`src/rtl/rbfu_wb.sv`:
```
// rtl/rbfu_wb.sv - RBFU write-back aligner: latency delay line + output FIFO; optional check RBFU_WB_RANGE_CHK_EN
module rbfu_wb #(
  parameter int ADDR_W     = 8,
  parameter int DATA_WIDTH = 12,
  parameter int LAT_R2     = 2,
  parameter int LAT_R4     = 3,
  parameter int LAT_PWM    = 3,
  parameter int DEPTH      = 4
) (
  input  logic                  clk,
  input  logic                  rst_n,
  input  logic                  iss_valid,
  output logic                  iss_ready,
  input  logic [1:0]            iss_opcode,
  input  logic                  iss_radix,
  input  logic [ADDR_W-1:0]     iss_addr0,
  input  logic [ADDR_W-1:0]     iss_addr1,
  input  logic [ADDR_W-1:0]     iss_addr2,
  input  logic [ADDR_W-1:0]     iss_addr3,
  input  logic [DATA_WIDTH-1:0] rbfu_d0,
  input  logic [DATA_WIDTH-1:0] rbfu_d1,
  input  logic [DATA_WIDTH-1:0] rbfu_d2,
  input  logic [DATA_WIDTH-1:0] rbfu_d3,
  output logic                  wb_valid,
  input  logic                  wb_ready,
  output logic [DATA_WIDTH-1:0] wb_data0,
  output logic [DATA_WIDTH-1:0] wb_data1,
  output logic [DATA_WIDTH-1:0] wb_data2,
  output logic [DATA_WIDTH-1:0] wb_data3,
  output logic [ADDR_W-1:0]     wb_addr0,
  output logic [ADDR_W-1:0]     wb_addr1,
  output logic [ADDR_W-1:0]     wb_addr2,
  output logic [ADDR_W-1:0]     wb_addr3,
  output logic [3:0]            wb_mask,
  output logic                  busy,
  output logic                  range_err
);
  localparam int MAXL_A = (LAT_R4 > LAT_PWM) ? LAT_R4 : LAT_PWM;
  localparam int MAXL   = (LAT_R2 > MAXL_A) ? LAT_R2 : MAXL_A;
  localparam int LW     = $clog2(MAXL + 1);
  localparam int PW     = $clog2(DEPTH);
  localparam int CW     = PW + 1;
  localparam logic [CW:0] DEPTH_C = DEPTH[CW:0];

  typedef struct packed {
    logic                   valid;
    logic [3:0]             mask;
    logic [3:0][ADDR_W-1:0] addr;
  } dl_t;

  typedef struct packed {
    logic [3:0]                 mask;
    logic [3:0][ADDR_W-1:0]     addr;
    logic [3:0][DATA_WIDTH-1:0] data;
  } ent_t;

  dl_t                        dl [MAXL];
  ent_t                       mem [DEPTH];
  ent_t                       head;
  ent_t                       push_ent;
  dl_t                        new_dl;
  logic [PW-1:0]              wptr, rptr;
  logic [CW-1:0]              inflight, fifo_count;
  logic [LW-1:0]              last_lat, lat_in;
  logic [3:0][DATA_WIDTH-1:0] d_in;
  logic                       is_pwm, is_nop, mode_block, credit_ok;
  logic                       accept, new_entry, arrive, pop;

  assign d_in = {rbfu_d3, rbfu_d2, rbfu_d1, rbfu_d0};

  // Decode the issue request: latency class, entry contents and admission.
  always_comb begin
    is_pwm = (iss_opcode == 2'b10) && iss_radix;
    is_nop = (iss_opcode == 2'b11) || ((iss_opcode == 2'b10) && !iss_radix);
    if (!iss_radix)                lat_in = LW'(LAT_R2);
    else if (iss_opcode == 2'b10)  lat_in = LW'(LAT_PWM);
    else                           lat_in = LW'(LAT_R4);
    // A different latency while anything is in flight could land two entries on one tap.
    mode_block   = (inflight != '0) && (lat_in != last_lat);
    credit_ok    = ({1'b0, inflight} + {1'b0, fifo_count}) < DEPTH_C;
    iss_ready    = rst_n && credit_ok && !mode_block;
    accept       = iss_valid && iss_ready;
    new_entry    = accept && !is_nop;
    new_dl.valid = 1'b1;
    new_dl.mask  = is_pwm ? 4'b0011 : 4'b1111;
    new_dl.addr  = {is_pwm ? '0 : iss_addr3, is_pwm ? '0 : iss_addr2, iss_addr1, iss_addr0};
    arrive       = dl[0].valid;
    pop          = wb_valid && wb_ready;
  end

  // Build the FIFO word from the tap-0 entry and the RBFU lanes; masked-off lanes read as 0.
  always_comb begin
    push_ent.mask = dl[0].mask;
    push_ent.addr = dl[0].addr;
    for (int i = 0; i < 4; i++) push_ent.data[i] = dl[0].mask[i] ? d_in[i] : '0;
  end

  // Delay line: shift toward tap 0, inject a new entry at tap L-1 so it exits after L edges.
  always_ff @(posedge clk or negedge rst_n) begin
    if (!rst_n) begin
      for (int i = 0; i < MAXL; i++) dl[i] <= '0;
    end else begin
      for (int i = 0; i < MAXL - 1; i++) dl[i] <= dl[i + 1];
      dl[MAXL-1] <= '0;
      if (new_entry) dl[lat_in - 1'b1] <= new_dl;
    end
  end

  // Occupancy counters, FIFO pointers and the latency of the last accepted entry.
  always_ff @(posedge clk or negedge rst_n) begin
    if (!rst_n) begin
      inflight   <= '0;
      fifo_count <= '0;
      wptr       <= '0;
      rptr       <= '0;
      last_lat   <= '0;
    end else begin
      inflight   <= inflight + CW'(new_entry) - CW'(arrive);
      fifo_count <= fifo_count + CW'(arrive) - CW'(pop);
      if (arrive)    wptr     <= wptr + 1'b1;
      if (pop)       rptr     <= rptr + 1'b1;
      if (new_entry) last_lat <= lat_in;
    end
  end

  // FIFO storage; stale contents are never visible because outputs are gated by occupancy.
  always_ff @(posedge clk) begin
    if (arrive) mem[wptr] <= push_ent;
  end

  // Present the FIFO head, forced to zero when empty.
  always_comb begin
    head     = mem[rptr];
    wb_valid = (fifo_count != '0);
    wb_data0 = wb_valid ? head.data[0] : '0;
    wb_data1 = wb_valid ? head.data[1] : '0;
    wb_data2 = wb_valid ? head.data[2] : '0;
    wb_data3 = wb_valid ? head.data[3] : '0;
    wb_addr0 = wb_valid ? head.addr[0] : '0;
    wb_addr1 = wb_valid ? head.addr[1] : '0;
    wb_addr2 = wb_valid ? head.addr[2] : '0;
    wb_addr3 = wb_valid ? head.addr[3] : '0;
    wb_mask  = wb_valid ? head.mask    : '0;
    busy     = (inflight != '0) || wb_valid;
  end

`ifdef RBFU_WB_RANGE_CHK_EN
  localparam logic [DATA_WIDTH-1:0] Q_MOD = DATA_WIDTH'(3329);
  logic range_hit;

  // Any written lane holding a value outside [0, q) on this push.
  always_comb begin
    range_hit = 1'b0;
    for (int i = 0; i < 4; i++) if (dl[0].mask[i] && (d_in[i] >= Q_MOD)) range_hit = 1'b1;
  end

  // Sticky error flag, cleared only by reset.
  always_ff @(posedge clk or negedge rst_n) begin
    if (!rst_n)                   range_err <= 1'b0;
    else if (arrive && range_hit) range_err <= 1'b1;
  end
`else
  assign range_err = 1'b0;
`endif

endmodule
```
`config.mk`:
```
export PLATFORM = sky130hd
export DESIGN_NAME = rbfu_wb
export DESIGN_NICKNAME = d
export VERILOG_FILES = /design/src/rtl/rbfu_wb.sv
export SDC_FILE = /design/constraint.sdc
export NUM_CORES = 1
export LEC_CHECK = 0
export ABC_AREA = 1
export BUFFER_PORTS_ARGS = -buffer_cell sky130_fd_sc_hd__buf_2
export CAP_MARGIN = 20
export CORE_ASPECT_RATIO = 1.4
export CORE_UTILIZATION = 53
export DETAILED_ROUTE_END_ITERATION = 8
export GPL_TIMING_DRIVEN = 0
export PLACE_DENSITY = 0.79
export SYNTH_ARGS = -nofsm -noshare
export SYNTH_HDL_FRONTEND = slang
export SYNTH_SLANG_ARGS = --single-unit
```
`constraint.sdc`:
```
create_clock -name clk -period 3.2 [get_ports clk]
set_clock_uncertainty 0.15 [all_clocks]
set_input_delay 0.64 -clock clk [delete_from_list [all_inputs] [get_ports clk]]
set_output_delay 0.64 -clock clk [all_outputs]
set_load 0.1 [all_outputs]
```
==> run metrics, run 1 <==
outcome=finished, final reports clean; cells along the critical path=inv_2 > clkbuf_4 > clkbuf_4 > o21ai_0 > a21oi_2 > buf_4 > buf_6; GRT overflow=0; port bufs=173; Hold Violations, Final=0; Max-slew headroom=46.9%; post-route fraction of the period consumed by the critical path=97.5%; share of post-route cells with drive strength above 1=22.9%; Crit Reg-Reg Endpoint=inflight[2]; routed length per placed instance=18.7 µm; max-slew violation count=0; highest attainable clock frequency=321 MHz; most common cell type on the critical path=sky130_fd_sc_hd__clkbuf_4; EDFF count, synth=328; DRT Pass-1 Iters=5; number of storage elements in the synthesis netlist=442; kind of cell with the highest combined delay on the critical path=buffers and inverters; number of placed I/O pins=175; Yosys warnings=0; Setup violations, final=0; number of sinks handled by clock tree synthesis=442; total number of H-tree levels=2; count of unresolved DRC violations after routing=0; Clock Latency Late Sink=550 ps; setup slack of the most critical reg-to-reg path=170 ps; Max-Cap Viols=0; mean instance size in the synthesized netlist=11.5 µm²; final cell count without fillers=2,218; maximum clock insertion buffer count=3; CP Data Arrival Time=2330 ps; Levels on crit path=7; vias in the first global route=12,114; critical path's largest stage delay=460 ps; count of unique library cells instantiated by Yosys=26; total via count in the routed design=11,883; final design area excluding fillers=21,100 µm²; Floorplan Core Area=32,400 µm²; Inserted Diodes=0; share of synthesized area occupied by flip-flops and latches=72.9%; DRT iter0 DRCs=1,005; Die Footprint=33,600 µm²; clock buffer count from CTS=40; core occupancy in the finished layout=65.0%; critical path class=register to primary output; Starting Density=53.8%; number of nets in the layout=1,845; global-route usage over all layers=25.4%; post-CTS clock slew at the launch and capture registers of the worst setup and hold paths=60 ps; initial antenna violation count=0; clock tree from TritonCTS=done; startpoint type of the worst setup path=register; shortest period the worst path allows=3120 ps; most frequent standard cell in the layout excluding fill and tap cells=sky130_fd_sc_hd__nor2_1; largest net degree at the start of global routing=62; Buf+Inv Stages, Crit Path=5; cell area after placement=19,300 µm²; sum of net half-perimeters after detailed placement=26.0 mm; Syn Nets=1,616; Final ANT Viol Nets=0; storage element area=12,700 µm²; cells after synthesis=1,517; CP max FO=10; vias per std cell=5.36; worst min path class=primary input to async pin; Site Rows=78; worst r2r path cells=11; dominant register cell in the synthesized netlist=sky130_fd_sc_hd__edfxtp_1; launching point of the worst reg2reg path=inflight[2]; synthesis-to-layout area growth=20.8%; Crit. End Element=primary output; height of the chip=217 µm; wire length of the first global-routing pass=64.9 mm; count of fill cells added during filler insertion=2,393; Async S/R FF share, synth=25.8%; final wirelength=41.4 mm; width of the chip=155 µm; RD Place Congestion=0.797; area occupied by multi-input gates=4260 µm²; critical path required time=2410 ps; slew of the pin with the lowest slew margin=797 ps; worst hold slack=9.88 ps; most used cells in the layout excluding fill and tap cells=sky130_fd_sc_hd__nor2_1, sky130_fd_sc_hd__edfxtp_1, sky130_fd_sc_hd__o21ai_0; Cell Count Post-Placement=2,135; unrepaired setup endpoints after global routing=no; CTS root buf=sky130_fd_sc_hd__clkbuf_16; summed instance area of the synthesized netlist=17,400 µm²; critical path's slowest cell=sky130_fd_sc_hd__dfrtp_2
metal layers:
layer  vias up  share of wire [%]  GRT usage (%)
met1      5777                 37           30.1
met2       469                 54           46.6
met3        75                6.5           3.54
met5         -                  0              0
li1       5562                  -              -
met4         0                2.7           9.54
cells in the mapped netlist (all sizes together) (3+ instances only):
library cell,count,area [µm²]
a21oi,83,427
buf,39,190
clkbuf,55,206
dfrtp,114,2850
edfxtp,328,9850
ha,10,125
inv,109,409
nand2,164,621
nand3,4,25.0
nand4,35,249
nor2,368,1380
o21ai,197,986
xnor2,3,26.3
xor2,3,26.3
cells by family after synthesis:
logic type                 Yosys count  share of synthesized area (%)
adders and majority gates           12                          0.947
and+or+nand+nor                    573                           13.1
other                                1                         0.0215
buffers and inverters              203                           4.62
xor gates and xnor gates             6                          0.302
DFF                                442                           72.9
AOI/OAI and AO/OA                  280                           8.10
metrics by stage:
stage | setup slack (ps) | TNS, ps
after floorplan | -139 | -139
after global placement | -2040 | -547060
after detailed placement | -1060 | -6620
after CTS | 0.279 | 0
after global routing | 5.66 | 0
final | 80.6 | 0
worst register-to-register path, stage by stage (launching register included):
cell                      delay (ps)
sky130_fd_sc_hd__dfrtp_1         420
sky130_fd_sc_hd__ha_1            310
sky130_fd_sc_hd__nor2_1          100
sky130_fd_sc_hd__nand2_1          90
sky130_fd_sc_hd__nor2_4          230
sky130_fd_sc_hd__nand3_2         220
sky130_fd_sc_hd__buf_2           260
sky130_fd_sc_hd__ha_1            290
sky130_fd_sc_hd__inv_1            40
sky130_fd_sc_hd__ha_1            200
sky130_fd_sc_hd__fa_1            430
sky130_fd_sc_hd__xor2_1          180
worst max path at each step:
stage	start	endpoint	slack, ps
after floorplan	rptr[0]	wb_mask[1]	-140
after global placement	rst_n	inflight[2]	-2040
after detailed placement	rst_n	inflight[2]	-1060
after CTS	rptr[0]	wb_addr1[3]	0.3
after global routing	rptr[0]	wb_data1[4]	6
final	rptr[0]	wb_mask[1]	80
area by class of cell:
type / instances / share of cell area (%)
Clock buffer: 58 / 5.24
Inverter: 109 / 1.99
Sequential cell: 442 / 60.3
Multi-Input combinational cell: 872 / 20.2
Clock inverter: 16 / 0.754
Tap cell: 440 / 2.61
Timing Repair Buffer: 188 / 6.55
Buffer: 93 / 2.34
state kept, by name, indices dropped and copies added (netlist names):
signal / flops
dl: 102
fifo_count: 3
inflight: 3
last_lat: 2
mem: 328
rptr: 2
wptr: 2
timing repair:
action                                  CTS  global route
hold buffers                              3             0
endpoints found under the setup margin   89            54
resized for setup                       144            20
setup buffers                             0             6
pin swaps                                 0             3
cloned                                    1             0
hold endpoints to repair                 45             0
Power of run 1 is not shown: default switching activity piles up to over one toggle a cycle in this logic, so the estimate is an artifact.
==> inputs of run 2 (changes only) <==
Settings changed: CTS_BUF_LIST set to sky130_fd_sc_hd__clkbuf_16.
==> run 2 against run 1 <==
Wire length grew 0.26%. Clock-buffer cell count shrank 17. Via count shrank 0.17%.
==> run metrics, run 2 (synthesis gave the netlist of run 1 again) <==
synthesis-to-layout area growth=20.7%; final wirelength=41.5 mm; CTS root buf=sky130_fd_sc_hd__clkbuf_16; max-slew violation count=0; total number of H-tree levels=2; Die Footprint=33,600 µm²; post-CTS clock slew at the launch and capture registers of the worst setup and hold paths=60 ps; post-layout worst setup margin=73.5 ps; height of the chip=217 µm; final design area excluding fillers=21,000 µm²; DRT Pass-1 Iters=5; width of the chip=155 µm; routed length per placed instance=18.7 µm; Clock Latency Late Sink=550 ps; post-route fraction of the period consumed by the critical path=97.7%; startpoint type of the worst setup path=register; clock tree from TritonCTS=done; Crit. End Element=primary output; vias per std cell=5.35; worst min path class=primary input to async pin; share of post-route cells with drive strength above 1=22.8%; number of nets in the layout=1,845; largest registers=mem: 328 flops, dl: 102 flops; DP Worst Slack=-1060 ps; sum of net half-perimeters after detailed placement=26.0 mm; slew of the pin with the lowest slew margin=806 ps; outcome=finished, final reports clean; total via count in the routed design=11,863; initial antenna violation count=0; Setup violations, final=0; maximum clock insertion buffer count=3; most used cells in the layout excluding fill and tap cells=sky130_fd_sc_hd__nor2_1, sky130_fd_sc_hd__edfxtp_1, sky130_fd_sc_hd__o21ai_0; wire length of the first global-routing pass=64.6 mm; number of sinks handled by clock tree synthesis=442; clock buffer count from CTS=40; CP max FO=10; DRT iter0 DRCs=991; Starting Density=53.8%; Max-slew headroom=46.3%; setup slack of the most critical reg-to-reg path=170 ps; Site Rows=78; Max-Cap Viols=0; Floorplan Core Area=32,400 µm²; number of placed I/O pins=175; RD Place Congestion=0.797; port bufs=173; vias in the first global route=12,055; number of flip-flops under the largest register name=328; register bank with the most flops=mem; critical path required time=2410 ps; highest attainable clock frequency=320 MHz; Final ANT Viol Nets=0; global-route usage over all layers=25.3%; largest net degree at the start of global routing=62; count of fill cells added during filler insertion=2,398; count of unresolved DRC violations after routing=0; most frequent standard cell in the layout excluding fill and tap cells=sky130_fd_sc_hd__nor2_1; cell area after placement=19,300 µm²; CP Data Arrival Time=2340 ps; GRT overflow=0; Inserted Diodes=0; Hold Violations, Final=0; shortest period the worst path allows=3130 ps; critical path class=register to primary output
run 2: cell count changes in the layout (fill, tap and decap cells not counted), sizes merged:
cell    change
clkbuf     -17
clkinv      +1
inv        +16
run 2: worst paths after layout:
check | start | to | cells after the start
setup / recovery | rptr[1] | wb_data3[7] | 7
hold / removal | rst_n | dl[13] | 3
setup reg to reg | inflight[2] | inflight[2] | 11
hold reg to reg | dl[58] | dl[95] | 0
max in group asynchronous | rst_n | rptr[0] | 3
min in group clk | iss_addr2[2] | dl[18] | 3
run 2: stage by stage:
step                util (%)  instances  hold WS [ps]  TNS (ps)
floorplan                  -       1517           181      -139
global placement        59.1       2130           182   -547060
detailed placement      59.6       2135           188     -6620
CTS                     64.7       2212          9.08         0
global route            64.9       2218          30.7    -0.914
finish                  64.9       2218          9.73         0
run 2: repair_timing:
action	CTS	global route
resized for setup	144	18
hold buffers	3	0
buffers inserted	0	6
cloned	1	0
hold endpoints to repair	45	0
pin swaps	0	3
endpoints found under the setup margin	89	54
run 2: layout make-up:
type	instances	area (µm²)	share of cell area, %
clock buffer	41	1030	4.88
timing repair buffer	188	1370	6.52
multi-input combinational	872	4260	20.2
buffer	93	493	2.34
sequential	442	12700	60.4
clock inverter	33	223	1.06
inverter	109	419	1.99
tap	440	551	2.62
run 2: worst max-delay path, stage by stage, from the launching register on:
cell	delay [ps]
sky130_fd_sc_hd__dfrtp_1	390
sky130_fd_sc_hd__inv_1	70
sky130_fd_sc_hd__buf_2	280
sky130_fd_sc_hd__clkbuf_1	460
sky130_fd_sc_hd__nor2_1	110
sky130_fd_sc_hd__o21ai_0	130
sky130_fd_sc_hd__a21oi_2	110
sky130_fd_sc_hd__buf_4	250
run 2: layer usage:
layer	GRT usage, %	vias to the layer above	part of all wire, %
met2	46.7	444	53
li1	-	5564	-
met3	3.50	70	6.3
met5	0	-	0
met1	29.9	5785	37
met4	9.64	0	2.8
Power of run 2 is left out for the same reason.
==> inputs of run 3 (changes only) <==
Settings changed: CORE_UTILIZATION 53 to 35, PLACE_DENSITY 0.79 to 0.55.
Clock period 3.2 ns to 3.1 ns, I/O delays scaled along.
==> run 3 against run 2 <==
Die area grew 51%. Critical path depth fell by 1. Largest cell class unchanged. Critical path type unchanged. Non-clock buffer count grew 4.
==> run metrics, run 3 (synthesis gave the netlist of run 1 again) <==
width of the chip=191 µm; register bank with the most flops=mem; worst min path class=primary input to async pin; Final ANT Viol Nets=0; number of flip-flops under the largest register name=328; Crit Reg-Reg Endpoint=inflight[2]; Site Rows=96; clock tree from TritonCTS=done; slew of the pin with the lowest slew margin=879 ps; most used cells in the layout excluding fill and tap cells=sky130_fd_sc_hd__nor2_1, sky130_fd_sc_hd__edfxtp_1, sky130_fd_sc_hd__o21ai_0; wire length of the first global-routing pass=68.9 mm; post-route fraction of the period consumed by the critical path=97.6%; outcome=finished, final reports clean; GRT overflow=0; kind of cell with the highest combined delay on the critical path=buffers and inverters; initial antenna violation count=0; most frequent standard cell in the layout excluding fill and tap cells=sky130_fd_sc_hd__nor2_1; Max-Cap Viols=0; height of the chip=266 µm; final wirelength=45.8 mm; max-slew violation count=0; largest registers=mem: 328 flops, dl: 102 flops; Hold Violations, Final=0; critical path class=register to primary output; final design area excluding fillers=21,800 µm²; Starting Density=35.5%; RD Place Congestion=0.792; Clock Latency Late Sink=550 ps; largest net degree at the start of global routing=40; launching point of the worst reg2reg path=fifo_count[2]; Crit. End Element=primary output; setup slack of the most critical reg-to-reg path=180 ps; number of sinks handled by clock tree synthesis=442; port bufs=173; unrepaired setup endpoints after global routing=yes; vias in the first global route=11,508; Buf+Inv Stages, Crit Path=4; CTS root buf=sky130_fd_sc_hd__clkbuf_16; critical path's slowest cell=sky130_fd_sc_hd__dfrtp_2; share of post-route cells with drive strength above 1=24.0%; clock buffer count from CTS=43; vias per std cell=4.70; count of unresolved DRC violations after routing=0; maximum clock insertion buffer count=3; CP max FO=10; post-CTS clock slew at the launch and capture registers of the worst setup and hold paths=60 ps; capture point of the critical path=wb_addr3[7]; sum of net half-perimeters after detailed placement=29.8 mm; launch point of the critical path=rptr[0]; global-route usage over all layers=18.2%; total number of H-tree levels=2; shortest period the worst path allows=3030 ps; CP Data Arrival Time=2260 ps; critical path required time=2330 ps; cells along the critical path=inv_2 > clkbuf_8 > buf_2 > o21ai_0 > a21oi_2 > buf_6; Max-slew headroom=41.1%; core occupancy in the finished layout=44.4%; highest attainable clock frequency=331 MHz; Setup violations, final=0; Floorplan Core Area=49,100 µm²; critical path's largest stage delay=470 ps; Inserted Diodes=0; total via count in the routed design=11,394; startpoint type of the worst setup path=register; routed length per placed instance=18.9 µm; DRT Pass-1 Iters=4; number of nets in the layout=1,854; DRT iter0 DRCs=741; number of placed I/O pins=175; synthesis-to-layout area growth=25.2%; Levels on crit path=6; Die Footprint=50,700 µm²; worst r2r path cells=11; cell area after placement=19,600 µm²
==> run 3: worst min path at each step <==
stage,endpoint,slack (ps)
final,last_lat[0],30
after global routing,dl[100],30
after CTS,last_lat[0],20
after detailed placement,dl[90],180
after global placement,dl[93],180
after floorplan,dl[0],170
==> run 3: per-stage QoR <==
stage                     hold slack (ps)  instances  TNS, ps  setup WS [ps]
final                                28.5       2426        0           74.4
after global routing                 26.6       2426    -85.1          -32.5
after CTS                            16.0       2422    -5.89          -5.23
after detailed placement              185       2336   -34490          -1170
after global placement                182       2327  -458540          -2520
after floorplan                       174       1517     -219           -219
==> run 3: area by class of cell <==
type,count,area (µm²)
flip-flops and latches,442,12700
plain buffers,93,588
multi-input cells,872,4260
repair inverters,2,10.0
well taps,637,797
fillers,4553,27300
clock inverters,35,325
inverters,109,424
clock buffers,44,1100
repair buffers,192,1620
==> run 3: per-layer routing <==
metal | global-route usage [%] | routed length [µm]
met2 | 33.5 | 24500
met1 | 22.2 | 18700
met3 | 2.13 | 1670
met5 | 0 | 0
met4 | 4.99 | 820
==> run 3: repair_timing <==
item,4_1_cts,5_1_grt
hold buffers,4,0
setup buffers,3,2
setup endpoints to repair,90,123
endpoints found under the hold margin,39,0
cloned,1,2
pin swaps,2,3
resized for setup,212,42
==> run 3: worst min-delay path, cell delays in order <==
cell and delay, ps:
sky130_fd_sc_hd__buf_6 130, sky130_fd_sc_hd__buf_16 120, sky130_fd_sc_hd__buf_12 210
Power of run 3 is left out for the same reason.
